## src/rtl/mul_pkg.sv

```systemverilog
// Shared encodings for the multiply sequencer: operation codes, FSM states, default width.
package mul_pkg;

    localparam int XLEN_DEFAULT = 64;

    typedef enum logic [1:0] {
        OP_MUL    = 2'b00,
        OP_MULH   = 2'b01,
        OP_MULHSU = 2'b10,
        OP_MULHU  = 2'b11
    } op_e;

    typedef enum logic [1:0] {
        ST_IDLE  = 2'b00,
        ST_CALC  = 2'b01,
        ST_FINAL = 2'b10,
        ST_DONE  = 2'b11
    } state_e;

    function automatic logic rs1_signed(input op_e op);
        return (op == OP_MULH) || (op == OP_MULHSU);
    endfunction

    function automatic logic rs2_signed(input op_e op);
        return op == OP_MULH;
    endfunction

endpackage

```

## src/rtl/pseudoadder.sv

```systemverilog
// 3:2 carry-save compressor; carry output is unshifted (bit i weighs 2^(i+1)).
module pseudoadder #(
    parameter int WIDTH = 128
) (
    input  logic [WIDTH-1:0] a,
    input  logic [WIDTH-1:0] b,
    input  logic [WIDTH-1:0] c,
    output logic [WIDTH-1:0] sum,
    output logic [WIDTH-1:0] carry
);
    assign sum   = a ^ b ^ c;
    assign carry = (a & b) | (a & c) | (b & c);
endmodule

```

## src/rtl/mul_sequencer.sv

```systemverilog
// Iterative radix-4 carry-save multiplier with RISC-V MUL/MULH/MULHSU/MULHU/MULW semantics.
// state | meaning
// IDLE  | waiting for a request, in_ready=1
// CALC  | retiring two multiplier bits per cycle into sum/carry
// FINAL | single carry-propagate add, result half selected and registered
// DONE  | out_valid=1, holding result until out_ready
module mul_sequencer
    import mul_pkg::*;
#(
    parameter int XLEN = XLEN_DEFAULT
) (
    input  logic            clk,
    input  logic            rst_n,
    input  logic            in_valid,
    output logic            in_ready,
    input  logic [1:0]      in_op,
    input  logic            in_word,
    input  logic [XLEN-1:0] in_rs1,
    input  logic [XLEN-1:0] in_rs2,
    input  logic            flush,
    output logic            out_valid,
    input  logic            out_ready,
    output logic [XLEN-1:0] out_result
);
    localparam int PW = 2 * XLEN;
    localparam int CW = $clog2(XLEN / 2);
    localparam logic [CW-1:0]   CNT_LOAD   = CW'(XLEN / 2 - 1);
    localparam logic [XLEN-1:0] WORD_MASK  = XLEN'(64'h0000_0000_FFFF_FFFF);
    localparam logic [PW-1:0]   HIGH_MASK  = {PW{1'b1}} << (XLEN - 1);
    localparam logic [PW-1:0]   MSB_INJECT = PW'(1) << (XLEN - 1);

    state_e          state;
    op_e             op_q;
    logic            word_q;
    logic            sgn2_q;
    logic [CW-1:0]   cnt_q;
    logic [PW-1:0]   sum_q, carry_q, mcand_q;
    logic [XLEN-1:0] mplier_q;

    op_e             op_in;
    logic            word_in, zero_in;
    logic [XLEN-1:0] rs1_in, rs2_in;
    logic [PW-1:0]   mcand_in, carry_in;

    always_comb begin
        op_in    = op_e'(in_op);
        word_in  = (XLEN == 64) && in_word;
        rs1_in   = word_in ? (in_rs1 & WORD_MASK) : in_rs1;
        rs2_in   = word_in ? (in_rs2 & WORD_MASK) : in_rs2;
        zero_in  = (rs1_in == '0) || (rs2_in == '0);
        mcand_in = (!word_in && rs1_signed(op_in)) ? {{XLEN{rs1_in[XLEN-1]}}, rs1_in}
                                                   : {{XLEN{1'b0}}, rs1_in};
        // The +1 of the negated MSB partial product is pre-seeded into the carry vector.
        carry_in = (!word_in && rs2_signed(op_in) && rs2_in[XLEN-1]) ? MSB_INJECT : '0;
    end

    logic [PW-1:0] mc1, pp0, pp1, s1, c1, c1_sh, s2, c2, full;
    logic [XLEN-1:0] res;

    always_comb begin
        mc1 = mcand_q << 1;
        pp0 = mplier_q[0] ? mcand_q : '0;
        if (!mplier_q[1])
            pp1 = '0;
        else if ((cnt_q == '0) && sgn2_q)
            pp1 = ~mc1 & HIGH_MASK;
        else
            pp1 = mc1;
    end

    assign c1_sh = c1 << 1;

    pseudoadder #(.WIDTH(PW)) u_csa0 (
        .a(sum_q), .b(carry_q), .c(pp0), .sum(s1), .carry(c1)
    );

    pseudoadder #(.WIDTH(PW)) u_csa1 (
        .a(s1), .b(c1_sh), .c(pp1), .sum(s2), .carry(c2)
    );

    assign full = sum_q + carry_q;

    always_comb begin
        if (word_q)
            res = XLEN'($signed(full[31:0]));
        else if (op_q == OP_MUL)
            res = full[XLEN-1:0];
        else
            res = full[PW-1:XLEN];
    end

    always_ff @(posedge clk or negedge rst_n) begin
        if (!rst_n) begin
            state      <= ST_IDLE;
            in_ready   <= 1'b1;
            out_valid  <= 1'b0;
            out_result <= '0;
            op_q       <= OP_MUL;
            word_q     <= 1'b0;
            sgn2_q     <= 1'b0;
            cnt_q      <= '0;
            sum_q      <= '0;
            carry_q    <= '0;
            mcand_q    <= '0;
            mplier_q   <= '0;
        end else if (flush) begin
            state     <= ST_IDLE;
            in_ready  <= 1'b1;
            out_valid <= 1'b0;
        end else begin
            case (state)
                ST_IDLE: begin
                    if (in_valid) begin
                        op_q     <= op_in;
                        word_q   <= word_in;
                        sgn2_q   <= !word_in && rs2_signed(op_in);
                        in_ready <= 1'b0;
                        if (zero_in) begin
                            state      <= ST_DONE;
                            out_valid  <= 1'b1;
                            out_result <= '0;
                        end else begin
                            state    <= ST_CALC;
                            cnt_q    <= CNT_LOAD;
                            sum_q    <= '0;
                            carry_q  <= carry_in;
                            mcand_q  <= mcand_in;
                            mplier_q <= rs2_in;
                        end
                    end
                end
                ST_CALC: begin
                    sum_q    <= s2;
                    carry_q  <= c2 << 1;
                    mcand_q  <= mcand_q << 2;
                    mplier_q <= mplier_q >> 2;
                    if (cnt_q == '0)
                        state <= ST_FINAL;
                    else
                        cnt_q <= cnt_q - 1'b1;
                end
                ST_FINAL: begin
                    out_result <= res;
                    out_valid  <= 1'b1;
                    state      <= ST_DONE;
                end
                ST_DONE: begin
                    if (out_ready) begin
                        out_valid <= 1'b0;
                        in_ready  <= 1'b1;
                        state     <= ST_IDLE;
                    end
                end
                default: begin
                    state     <= ST_IDLE;
                    in_ready  <= 1'b1;
                    out_valid <= 1'b0;
                end
            endcase
        end
    end

endmodule

```

## config.mk

```make
export PLATFORM = sky130hd
export DESIGN_NAME = mul_sequencer
export DESIGN_NICKNAME = d
export VERILOG_FILES = /design/src/rtl/mul_pkg.sv /design/src/rtl/pseudoadder.sv /design/src/rtl/mul_sequencer.sv
export SDC_FILE = /design/constraint.sdc
export NUM_CORES = 2
export LEC_CHECK = 0
export CAP_MARGIN = 10
export CORE_MARGIN = 4
export CORE_UTILIZATION = 60
export CTS_CLUSTER_DIAMETER = 100
export CTS_CLUSTER_SIZE = 28
export DETAILED_ROUTE_END_ITERATION = 8
export PLACE_DENSITY = 0.89
export SLEW_MARGIN = 5
export SYNTH_ARGS = -nofsm -noshare
export SYNTH_HDL_FRONTEND = slang
export SYNTH_SLANG_ARGS = --single-unit
export TNS_END_PERCENT = 100
```

## constraint.sdc

```tcl
create_clock -name clk -period 4 [get_ports clk]
set_input_delay 0.6 -clock clk [delete_from_list [all_inputs] [get_ports clk]]
set_output_delay 0.6 -clock clk [all_outputs]
set_load 0.005 [all_outputs]
```

* Word-level counts from Yosys, hierarchy flattened
Cells that the tools add are included.
** Operators by class
- $add $sub $neg :: 2
- Equal/unequal tests :: 13
- Muxes and demuxes :: 43
- Bitwise logic cells :: 16
- Reductions and logical operators :: 23
** Operators with widths (count)
- 128-bit 2-to-1 mux :: 10
- 128-bit case mux with 2 select lines :: 3
- 127-bit AND :: 6
- 64-bit 2-to-1 mux :: 9
- 128-bit XOR :: 4
- 127-bit OR :: 4
- 64-bit case mux with 2 select lines :: 2
- 128-bit adder :: 1
- 64-bit zero test :: 2
- 128-bit NOT :: 1
- 5-bit 2-to-1 mux :: 3
- 3-bit != test (second input constant) :: 4
- 4-bit AND reduction :: 3
- 2-bit 2-to-1 mux :: 5
- 5-bit case mux with 2 select lines :: 1
- 3-bit AND reduction :: 3
- 2-bit != test (second input constant) :: 4
- 2-bit case mux with 4 select lines :: 1
- 1-bit 2-to-1 mux :: 7
- 2-bit equality test (second input constant) :: 3
- 5-bit zero test :: 1
- 5-bit AND reduction :: 1
- 5-bit by 1-bit subtractor with 5-bit output (second input constant) :: 1
- 2-bit by 1-bit equality test with 1-bit output (second input constant) :: 2
- 10 further kinds :: 16
** Word-level totals
- Bits in registers :: 525
- Input port bits :: 136
- Output and inout bits :: 66

* Logic depth before layout (Yosys ltp)
- Depth after elaboration :: 8
- Depth in mapped cells :: 15
- Gate-level depth less buffers :: 15

* Hierarchy
From an unflattened synthesis, not the netlist that was laid out.
** Second synthesis, totals
- Cell total of the unflattened synthesis :: 4307
- Area total of the unflattened synthesis :: 37897.6 um^2
** Modules (own cells, without submodules)
- mul_sequencer :: instances 1, cells each 4051, area an instance 32772.7 um^2, seq. area each 13113.8 um^2
- pseudoadder :: instances 2, cells each 128, area an instance 2562.5 um^2, seq. area each 0.0 um^2

* Worst setup path before layout
No wires, ideal clock.
- Kind :: reg-to-reg
- Start :: register sum_q[2]
- End :: register out_result[50]
- Setup time :: 121 ps
- Arrival :: 3193 ps
- Required time :: 3879 ps
- Path slack :: 686 ps
- Cell stages (with the launch flop) :: 16
- Buffers on the path :: 0
- Period minus slack after synthesis :: 3314 ps
- Cell sequence :: dfrtp_1 ha_1 inv_1 fa_1 nand2b_1 a21oi_1 a41o_1 a21oi_1 or3_4 a2111oi_2 a211oi_2 a31oi_4 a31oi_1 xor2_1 o21ai_1 a22o_1
** On the way
- Word-level cells in the longest chain between the ends :: 4
** RTL lines
- from (decl) :: line mul_sequencer.sv:37 : logic [PW-1:0] sum_q, carry_q, mcand_q;
- from (signal assigned) :: line mul_sequencer.sv:102 : sum_q <= '0;
- from (signal assigned) :: line mul_sequencer.sv:125 : sum_q <= '0;
- from (signal assigned) :: line mul_sequencer.sv:133 : sum_q <= s2;
- 128-bit adder (*) :: line mul_sequencer.sv:81 : assign full = sum_q + carry_q;
- 64-bit 2-to-1 mux :: line mul_sequencer.sv:86 : else if (op_q == OP_MUL)
- 64-bit 2-to-1 mux (*) :: line mul_sequencer.sv:84 : if (word_q)
- 64-bit case mux with 2 select lines (*) :: line mul_sequencer.sv:111 : case (state)
- to (signal assigned) :: line mul_sequencer.sv:143 : out_result <= res;
- to (decl) :: line mul_sequencer.sv:23 : output logic [XLEN-1:0] out_result
Mark *: on every way between the ends. The rest lies on a longest branch, timed or not.
A chain may end at the register's enable or synchronous reset.

* Worst setup path in the final report
Same ends and word-level chain as after synthesis.

==> flow_summary.toml <==
[synth]
synth-edff-count = 0
syn_inst = 4318
synth_top_cell_area_share_pct = 34.4
synth_fp_nets = 4840
synth.cell_area_sq_mm = 0.0380
ys_seq_area_share_pct = 34.4
synth_warnings = 0
syn_area_per_cell_sq_um = 8.80
ys_async_sr_fraction_pct = 100
yosys-top-cells-area = "dfrtp_1 34%, fa_1 13%, nand2_1 8.8%, o21ai_0 7.5%, ha_1 4.4%"
ys_types = 86
synth_area_leader_cell = "dfrtp_1"
ys_seq_elements = 523
synthFlopType = "dfrtp_1"

[sta]
finalHoldViolations = 0
fin_crit_ns = 4.00
fmax_ghz = 0.250
timing.final.crit_share_pct = 100
fin_worst_skew_ns = 0.0426
holdWs_ns = 0.0808
rsz0062_at_grt = "yes"
max_slew_margin_pct = 33.0
setup-violations-final = 0
drv_slew = 0
worst_slew_pin_slew_ns = 1.01

[final_layout]
syn2layout_area_growth_pct = 11.2
fin_cells = 5246
design_area_sq_mm = 0.0422
drive_gt1_share_pct = 5.33
final_nets = 4916
num_antenna_cells = 0

[pwr]
power_density_mw_per_mm2 = 517
p_total_mw = 21.9
max-vdd-ir-drop_uv = 545
p_leak_nw = 19.0

[routing]
avgRoutedWirePerCell_um = 21.0
drt_iter0_markers = 3351
wirelength_um = 110000
drc = 0
vias = 33000
drt_pass1_iterations = 6
viasPerCell = 6.29
drtAntennaViolNets = 0

[clock_tree]
clockBufferDepth = 3
clk_pin_slew_worst_paths_ns = 0.12
clock_sinks = 523
root_buffer = "clkbuf_16"
cts_tree = "yes"
cts_hold_buf = 0
htree_levels = 1
cts_buffers = 25
insertion_delay_ns = 0.64

[setup_path]
critPathMaxStageDelay_ns = 0.46
crit_path_end_kind = "flip-flop"
cpMaxStageDelayCell = "or3_4"
crit_fanout = 3
crit_arrival_ns = 4.54
cp.required_ns = 4.54
worstPathCellList = "ha_1 -> inv_1 -> fa_1 -> nand2b_1 -> a21oi_2 -> a41o_1 -> a21oi_1 -> or3_4 -> a2111oi_2 -> a211oi_2 -> buf_4 -> a31oi_4 -> a31oi_1 -> xor2_1 -> o21ai_1 -> a22o_1"
crit_type = "flip-flop to flip-flop"
cp-start-kind = "flip-flop"

[grt]
grt_overflow = 0
grt_use_total_pct = 32.5
grt_start_max_net_pins = 182
grt_pass1_vias = 32600
grt_pass1_wl_um = 177000
grt_antenna_before_repair = 1

[min_path]
hp-class = "input port to async pin"

[placement]
gp_congestion = 1.02
port_buffers = 201
place_inst = 5202
place_area_sq_mm = 0.0414
dp_hpwl_um = 83100

[run_status]
status = "finished clean"

[die]
rows = 91
coreArea_sq_mm = 0.0622
die_w_um = 260
die_y_um = 260
initial_core_util_pct = 61.1
io_pins = 202
dieArea_sq_mm = 0.0674

[job]
maxCapViolCount = 0
[cells in the final DEF (no fill, tap or decap), types with 36 or more instances in the layout]
cell type	synthesis	final
a21o_1	74	72
a21oi_1	274	271
a22oi_1	91	91
and2_1	195	195
and3_1	70	70
buf_4	1	111
clkdlybuf4s50_1	0	200
dfrtp_1	522	520
fa_1	252	252
ha_1	134	133
inv_1	55	55
mux2i_1	78	78
nand2_1	894	893
nand3_1	36	36
nand4_1	65	65
nor2_1	146	144
nor4_1	45	45
o21ai_0	567	567
o21bai_1	40	40
xnor2_1	124	124
xor2_1	51	51
[area by class of cell]
class                   instances  area [sq um]
clock buffers                  33           666
clock inverters                 9           110
fillers                      4825         19900
inverters                      55           206
multi-input cells            3447         23700
flip-flops and latches        523         13100
well taps                     837          1050
repair buffers                342          3450
[stage by stage]
stage | worst slack, ns | util [%] | setup TNS, ns
floorplan | 0.686 | - | 0
global placement | 0.0775 | 66.6 | 0
detailed placement | 0.0434 | 66.6 | 0
CTS | 0.0895 | 67.9 | 0
global route | -0.0524 | 68.0 | -0.0872
finish | 0.000417 | 68.0 | 0
[final timing paths]
kind                                 from             end  slack (ns)  cells past startpoint
setup reg to reg                 sum_q[2]  out_result[50]      0.0004                     16
setup / recovery                 sum_q[2]  out_result[50]      0.0004                     16
hold / removal                      rst_n    mplier_q[13]        0.08                      1
hold reg to reg            out_result[46]  out_result[46]        0.49                      2
max in group asynchronous           rst_n    mcand_q[115]        2.94                      2
min in group clk           out_result[46]  out_result[46]        0.49                      2
[cell usage after synthesis (10+ instances only)]
master and instances:
o221ai_1 21, dfrtp_1 522, o31ai_1 11, xor2_1 51, o21ai_1 35, fa_1 252, mux2i_1 78, nand2_1 894
o21ai_0 567, a31oi_1 23, ha_1 134, or3_1 10, nor4_1 45, a22oi_1 91, and3_1 70, buf_1 20
and2_1 195, a21oi_1 274, nor2_1 146, clkbuf_1 256, nor3_1 26, inv_1 55, buf_2 16, nand4_1 65
xnor2_1 124, o21a_1 20, a21o_1 74, nand2b_1 19, o21bai_1 40, nand3_1 36, a21boi_0 12
[worst max-delay path: cells and delay by family (launching register included)]
family	cells	cell delay, ns
and+or+nand+nor	2	0.67
adders and majority gates	2	0.55
buffers and inverters	2	0.23
xor gates and xnor gates	1	0.32
AOI/OAI and AO/OA	9	1.73
DFF	1	0.42
[logic make-up after synthesis]
logic type | after synthesis | synth area share [%]
adders and majority gates | 386 | 17.7
xor gates and xnor gates | 175 | 4.03
buffers and inverters | 348 | 3.50
and+or+nand+nor | 1548 | 18.6
muxes | 80 | 2.11
DFF | 523 | 34.4
AOI/OAI and AO/OA | 1258 | 19.6
[where the power goes]
part / internal [mW] / total (mW) / switching (mW)
combinational: 3.97 / 10.1 / 6.18
clock: 1.23 / 3.15 / 1.92
sequential: 6.72 / 8.56 / 1.84
total: 11.9 / 21.9 / 9.94
[repair_timing]
action	CTS	global route
setup endpoints to repair	0	9
buffers inserted	0	2
gates resized for setup	0	7
[layer usage]
metal	routed length, um	track usage, %
met1	45100	45.6
met2	50600	51.4
met3	9650	5.94
met4	4670	11.6
met5	13	0
[state kept, by name, indices dropped and copies added (netlist names), 2 cells and up]
| name | count |
|---|---|
| mcand_q | 128 |
| sum_q | 128 |
| carry_q | 126 |
| mplier_q | 64 |
| out_result | 64 |
| cnt_q | 5 |
| op_q | 2 |
| state | 2 |
Power figures use the tool's default switching activity.
